<file path="src/rtl/div_unit.sv">
// Multi-cycle 32-bit radix-2 restoring divider for DIV/DIVU; result is {remainder, quotient}.
// Optional DIV_ZERO_FAST_EN: a zero divisor short-circuits through BYZERO to a 0/0 result.
module div_unit (
  input  logic        clk,
  input  logic        rst,
  input  logic        start_i,
  input  logic        signed_div_i,
  input  logic [31:0] opdata1_i,
  input  logic [31:0] opdata2_i,
  input  logic        annul_i,
  output logic [63:0] result_o,
  output logic        ready_o,
  output logic        busy_o
);

  localparam int unsigned W  = 32;
  localparam int unsigned CW = 5;

`ifdef DIV_ZERO_FAST_EN
  typedef enum logic [1:0] {IDLE = 2'd0, ON = 2'd1, BYZERO = 2'd2, END = 2'd3} state_t;
`else
  typedef enum logic [1:0] {IDLE = 2'd0, ON = 2'd1, END = 2'd3} state_t;
`endif

  state_t        state;
  logic [CW-1:0] cnt;
  logic [W-1:0]  rem;
  logic [W-1:0]  quo;
  logic [W-1:0]  dvsr;
  logic          neg_quo;
  logic          neg_rem;

  logic [W-1:0]  dvd_abs;
  logic [W-1:0]  dvs_abs;
  logic [W:0]    shifted;
  logic          borrow;
  logic [W-1:0]  rem_nxt;
  logic [W-1:0]  quo_nxt;
  logic [W-1:0]  rem_fix;
  logic [W-1:0]  quo_fix;

  // Magnitudes of the operands; DIVU passes them through untouched.
  always_comb begin
    dvd_abs = (signed_div_i && opdata1_i[W-1]) ? W'(-opdata1_i) : opdata1_i;
    dvs_abs = (signed_div_i && opdata2_i[W-1]) ? W'(-opdata2_i) : opdata2_i;
  end

  // One restoring step; the shifted partial remainder needs 33 bits before the trial subtract.
  always_comb begin
    shifted = {rem, quo[W-1]};
    borrow  = shifted < {1'b0, dvsr};
    rem_nxt = borrow ? shifted[W-1:0] : W'(shifted - {1'b0, dvsr});
    quo_nxt = {quo[W-2:0], ~borrow};
    quo_fix = neg_quo ? W'(-quo_nxt) : quo_nxt;
    rem_fix = neg_rem ? W'(-rem_nxt) : rem_nxt;
  end

`ifdef DIV_ZERO_FAST_EN
  assign busy_o = (state == ON) || (state == BYZERO);
`else
  assign busy_o = (state == ON);
`endif

  // Control FSM and datapath registers.
  always_ff @(posedge clk or posedge rst) begin
    if (rst) begin
      state    <= IDLE;
      cnt      <= '0;
      rem      <= '0;
      quo      <= '0;
      dvsr     <= '0;
      neg_quo  <= 1'b0;
      neg_rem  <= 1'b0;
      result_o <= '0;
      ready_o  <= 1'b0;
    end else if (annul_i && (state != IDLE)) begin
      state   <= IDLE;
      ready_o <= 1'b0;
    end else begin
      case (state)
        IDLE: begin
          ready_o <= 1'b0;
          if (start_i && !annul_i) begin
            rem     <= '0;
            quo     <= dvd_abs;
            dvsr    <= dvs_abs;
            neg_quo <= signed_div_i & (opdata1_i[W-1] ^ opdata2_i[W-1]);
            neg_rem <= signed_div_i & opdata1_i[W-1];
            cnt     <= '0;
`ifdef DIV_ZERO_FAST_EN
            state   <= (opdata2_i == '0) ? BYZERO : ON;
`else
            state   <= ON;
`endif
          end
        end
        ON: begin
          rem <= rem_nxt;
          quo <= quo_nxt;
          cnt <= cnt + CW'(1);
          if (cnt == CW'(W - 1)) begin
            result_o <= {rem_fix, quo_fix};
            ready_o  <= 1'b1;
            state    <= END;
          end
        end
`ifdef DIV_ZERO_FAST_EN
        BYZERO: begin
          result_o <= '0;
          ready_o  <= 1'b1;
          state    <= END;
        end
`endif
        END: begin
          if (!start_i) begin
            ready_o <= 1'b0;
            state   <= IDLE;
          end
        end
        default: begin
          ready_o <= 1'b0;
          state   <= IDLE;
        end
      endcase
    end
  end

endmodule

</file>
<file path="config.mk">
export PLATFORM = sky130hd
export DESIGN_NAME = div_unit
export DESIGN_NICKNAME = d
export VERILOG_FILES = /design/src/rtl/div_unit.sv
export SDC_FILE = /design/constraint.sdc
export NUM_CORES = 1
export LEC_CHECK = 0
export ABC_CLOCK_PERIOD_IN_PS = 5250
export BUFFER_PORTS_ARGS = -buffer_cell sky130_fd_sc_hd__buf_2
export CORE_MARGIN = 3
export CORE_UTILIZATION = 54
export DETAILED_ROUTE_END_ITERATION = 6
export PLACE_DENSITY = 0.77
export SYNTH_ARGS = -nofsm -noshare
export SYNTH_HDL_FRONTEND = slang
export SYNTH_SLANG_ARGS = --single-unit
</file>
<file path="constraint.sdc">
create_clock -name clk -period 5.25 [get_ports clk]
set_clock_uncertainty 0.1 [all_clocks]
set_input_delay 0.2625 -clock clk [delete_from_list [all_inputs] [get_ports clk]]
set_output_delay 0.2625 -clock clk [all_outputs]
set_load 0.1 [all_outputs]
</file>
==> metrics.md <==
| Metric | Value |
|---|---|
| Post-synth net total | 1567 |
| Layout Area Growth over Synthesis | 12.21% |
| FF-to-FF Start | rem[11]$_DFFE_PP0P_ |
| Worst Hold Depth | 3 |
| Power per cell area | 501.3 nW/um^2 |
| P_int | 3.561 mW |
| Die H | 155.6 um |
| Routability Congestion | 0.9964 |
| Nets | 1661 |
| RR Endpoint | result_o[30]$_DFFE_PP0P_ |
| CP max-delay cell | or4_1 |
| Crit path max fanout | 8 |
| Share of post-route cells with drive strength above 1 | 0.1418 |
| Root buffer cell | clkbuf_16 |
| Worst slew pin tran | 0.9972 ns |
| Vias per inst | 6.213 |
| Post-route ant nets | 0 |
| # H-tree levels | 4 |
| Max Fclk | roughly 200 MHz |
| Crit. End Element | flop |
| Largest net degree at the start of global routing | 106 |
| Core Box Area | 21890 um^2 |
| YS warnings | 0 |
| TritonCTS clock tree | done |
| FF/Latch Area | approximately 4300 um^2 |
| Flop pwr share | 0.254 |
| WS Path Type | flop to flop |
| RSZ-0062 raised after global routing | false |
| Vias in the first global route | 10.24k |
| Crit start category | flop |
| Switch Pwr | 3.239 mW |
| Final instance area | around 14000 um^2 |
| Final worst path period need | 4.995 ns |
| # DRC | 0 |
| N_diodes | 0 |
| Synth Register Bits | 170 |
| Asr flop ratio synth | 1.000 |
| Crit path DAT | ~5.2 ns |
| Worst relative slew slack | 0.3352 |
| Switching portion of total power | 0.4763 |
| Lkg Pwr | 6.098 nW |
| Clock power share | 0.189 |
| Final setup TNS | 0 ns |
| Total CTS buffers | 17 |
| Vias | 11.47k |
| Synth Flop Type | dfrtp_1 |
| Iteration-0 DRC Markers | 1065 |
| Die area | 24220 um^2 |
| Synth area leaders | dfrtp_1 (35%), o21ai_0 (8.1%), nand2_1 (6.3%), xor2_1 (4.8%), xnor2_1 (4.6%) |
| IO Count | about 140 |
| Total Routed Length | around 34000 um |
| Clock sink count | 170 |
| Initial core utilization | 0.5522 |
| Initial antenna violation count | 1 |
| Fill cells | about 2k |
| Critical path's largest stage delay | 0.50 ns |
| DRT Pass-1 Iters | 5 |
| Synth area leader | dfrtp_1 |
| Final hold viol count | 0 |
| Rows | 54 |
| Yosys cell types | 88 |
| Final period util | 0.9514 |
| Setup violations, final | 0 |
| WL/cell | around 19 um |
| Final HPWL DP | 25760 um |
| Clk buf depth | 2 |
| Final-report max-slew violation count | 0 |
| Post-CTS Setup Repair Bufs | 0 |
| Total GRT Usage | 0.2761 |
| Post-synth EDFFs | 0 |
| Status | finished clean |
| Placed cell area | about 13000 um^2 |
| Hold EP | neg_quo$_DFFE_PP0P_ |
| Required time of the critical path | between 5 and 6 ns |
| Min-delay worst type | input pin to flop |
| Grt ovf | 0 |
| First-pass GRT wire length | 54410 um |
| Clock Pin Slew Worst Setup and Hold Paths | 0.07 ns |
| Hold path start | signed_div_i |
| Multi-input logic area | 7371 um^2 |
| Cells after Synth | 1459 |
| Max-cap violations | 0 |
| Sequential-to-total area share from yosys stat | 0.3519 |
| Mapped Area | 12090 um^2 |
| IO buf count | 134 |
| Clock Latency Late Sink | 0.44 ns |
| Die W | 155.6 um |
| VDD IR-drop max | 0.0002694 V |
| Crit-path cells | ha_1 -> a21oi_1 -> o21ai_1 -> a221o_1 -> o21ai_2 -> nand3_2 -> inv_2 -> ha_1 -> nand2_1 -> or2_2 -> or4_1 -> or2_2 -> o31ai_1 -> nand2_1 -> xnor2_1 -> o21ai_0 |
| Worst reg-to-reg setup slack | 0.26 ns |
| Mean Syn Cell Area | 8.286 um^2 |
| Reg2Reg Depth | 16 |
| Comb pwr share | 0.556 |
| Post-synth top area share | 0.3519 |
## metal layers
| metal | share of wire | wire length, um | up-vias | global-route usage |
|---|---|---|---|---|
| met1 | 0.46 | 15730 | 5435 | 0.4158 |
| met2 | 0.44 | 15330 | 479 | 0.4161 |
| li1 | - | - | 5510 | - |
| met5 | 0.00038 | 13 | - | 0 |
| met3 | 0.084 | 2898 | 44 | 0.05076 |
| met4 | 0.014 | 486 | 2 | 0.06211 |
## cells in the final DEF (no fill, tap or decap), drive strengths merged, types with 5 or more instances in the layout
| cell type | n |
|---|---|
| dfrtp | 170 |
| a21oi | 76 |
| a31oi | 13 |
| nand3 | 18 |
| a221oi | 5 |
| clkinv | 9 |
| a22oi | 37 |
| mux2i | 24 |
| mux2 | 5 |
| nand2b | 8 |
| inv | 58 |
| and4 | 9 |
| buf | 146 |
| nor3 | 44 |
| a211o | 7 |
| nand4 | 14 |
| or2 | 9 |
| clkbuf | 18 |
| o211ai | 9 |
| and2 | 11 |
| a211oi | 8 |
| nor2 | 90 |
| xor2 | 66 |
| nor4 | 24 |
| and3 | 14 |
| o31ai | 24 |
| ha | 38 |
| a22o | 6 |
| o21ai | 208 |
| o41ai | 15 |
| or4 | 13 |
| xnor2 | 64 |
| nor2b | 10 |
| nand2 | 203 |
| a21o | 10 |
| or3 | 12 |
## power groups by stage
stage	combinational, mW	sequential [mW]	clock [mW]
6_report	3.78	1.73	1.29
3_5_place_dp	3.66	1.74	0
4_1_cts	3.68	1.72	1.31
2_1_floorplan	2.76	1.66	0
5_1_grt	4.09	1.76	1.35
3_3_place_gp	3.63	1.73	0
## cell usage after synthesis, types with 5 or more instances
cell type  instances
a211o_1            7
o211ai_1           9
a22oi_1           37
a21o_1            10
o41ai_1           12
inv_1             54
buf_1              5
clkbuf_1          53
nor2_1            90
o31ai_1           23
xor2_1            66
buf_2             15
or4_1             12
a31oi_1           12
nand4_1           13
nand3_1           17
nor2b_1           10
mux2i_1           24
xnor2_1           64
a211oi_1           8
o21ai_1           11
nor3_1            41
and4_1             8
a22o_1             6
nor4_1            23
a221oi_1           5
dfrtp_1          170
and2_1            11
or2_2              8
nand2b_1           8
or3_1             12
o21ai_0          195
a21oi_1           75
ha_1              38
nand2_1          203
and3_1            14
## state kept, by name, summed over array words and instances, names as in the netlist
| signal | count |
|---|---|
| dvsr | 32 |
| cnt | 5 |
| quo | 32 |
| ready_o | 1 |
| rem | 32 |
| result_o | 64 |
| neg_quo | 1 |
| neg_rem | 1 |
| state | 2 |
## cell families after synthesis
logic type	Yosys count	share of synthesized area
simple gates	496	0.1999
fa+ha+maj	39	0.04099
compound gates	467	0.2469
mux	29	0.02484
xor+xnor	130	0.09418
buf+inv	128	0.04130
flops	170	0.3519
## layout make-up
cell class	instances	area share
Tap cell	280	0.02583
Timing Repair Buffer	148	0.05755
Multi-Input combinational cell	1161	0.5434
Clock inverter	14	0.01245
Inverter	55	0.01559
Sequential cell	170	0.3136
Clock buffer	18	0.03164
## worst max-delay path by stage
stage	startpoint	endpoint	slack, ns	depth (start not counted)
6_report	rem[11]$_DFFE_PP0P_	result_o[30]$_DFFE_PP0P_	0.26	16
2_1_floorplan	rst	cnt[0]$_DFFE_PP0P_	0.28	1
3_3_place_gp	rem[17]$_DFFE_PP0P_	result_o[28]$_DFFE_PP0P_	0.42	16
5_1_grt	rem[11]$_DFFE_PP0P_	result_o[28]$_DFFE_PP0P_	0.03	16
4_1_cts	rem[17]$_DFFE_PP0P_	result_o[30]$_DFFE_PP0P_	0.25	16
3_5_place_dp	rem[17]$_DFFE_PP0P_	result_o[30]$_DFFE_PP0P_	0.27	16
## timing repair
| action | 4_1_cts | 5_1_grt |
|---|---|---|
| endpoints found under the setup margin | 0 | 2 |
| gates resized for setup | 0 | 1 |
| hold buffers | 2 | 0 |
| hold endpoints to repair | 65 | 0 |
## critical path: cells and delay by family, from the launching register on
kind,cells,cell delay (ns)
DFF,1,0.46
buffers and inverters,1,0.11
xor gates and xnor gates,1,0.15
adders and majority gates,2,0.62
AOI/OAI and AO/OA,6,1.73
and+or+nand+nor,6,1.68
## metrics by stage
step	power, mW	hold WS (ns)	cells	setup slack [ns]	utilization
global placement	5.365	0.2788	1812	0.4195	0.5912
global route	7.199	0.02653	1846	0.02891	0.6197
floorplan	4.419	0.2256	1459	0.2841	-
finish	6.800	0.01779	1846	0.2552	0.6197
CTS	6.709	0.01154	1846	0.2474	0.6194
detailed placement	5.400	0.2732	1812	0.2688	0.5912
Power figures use the tool's default switching activity.
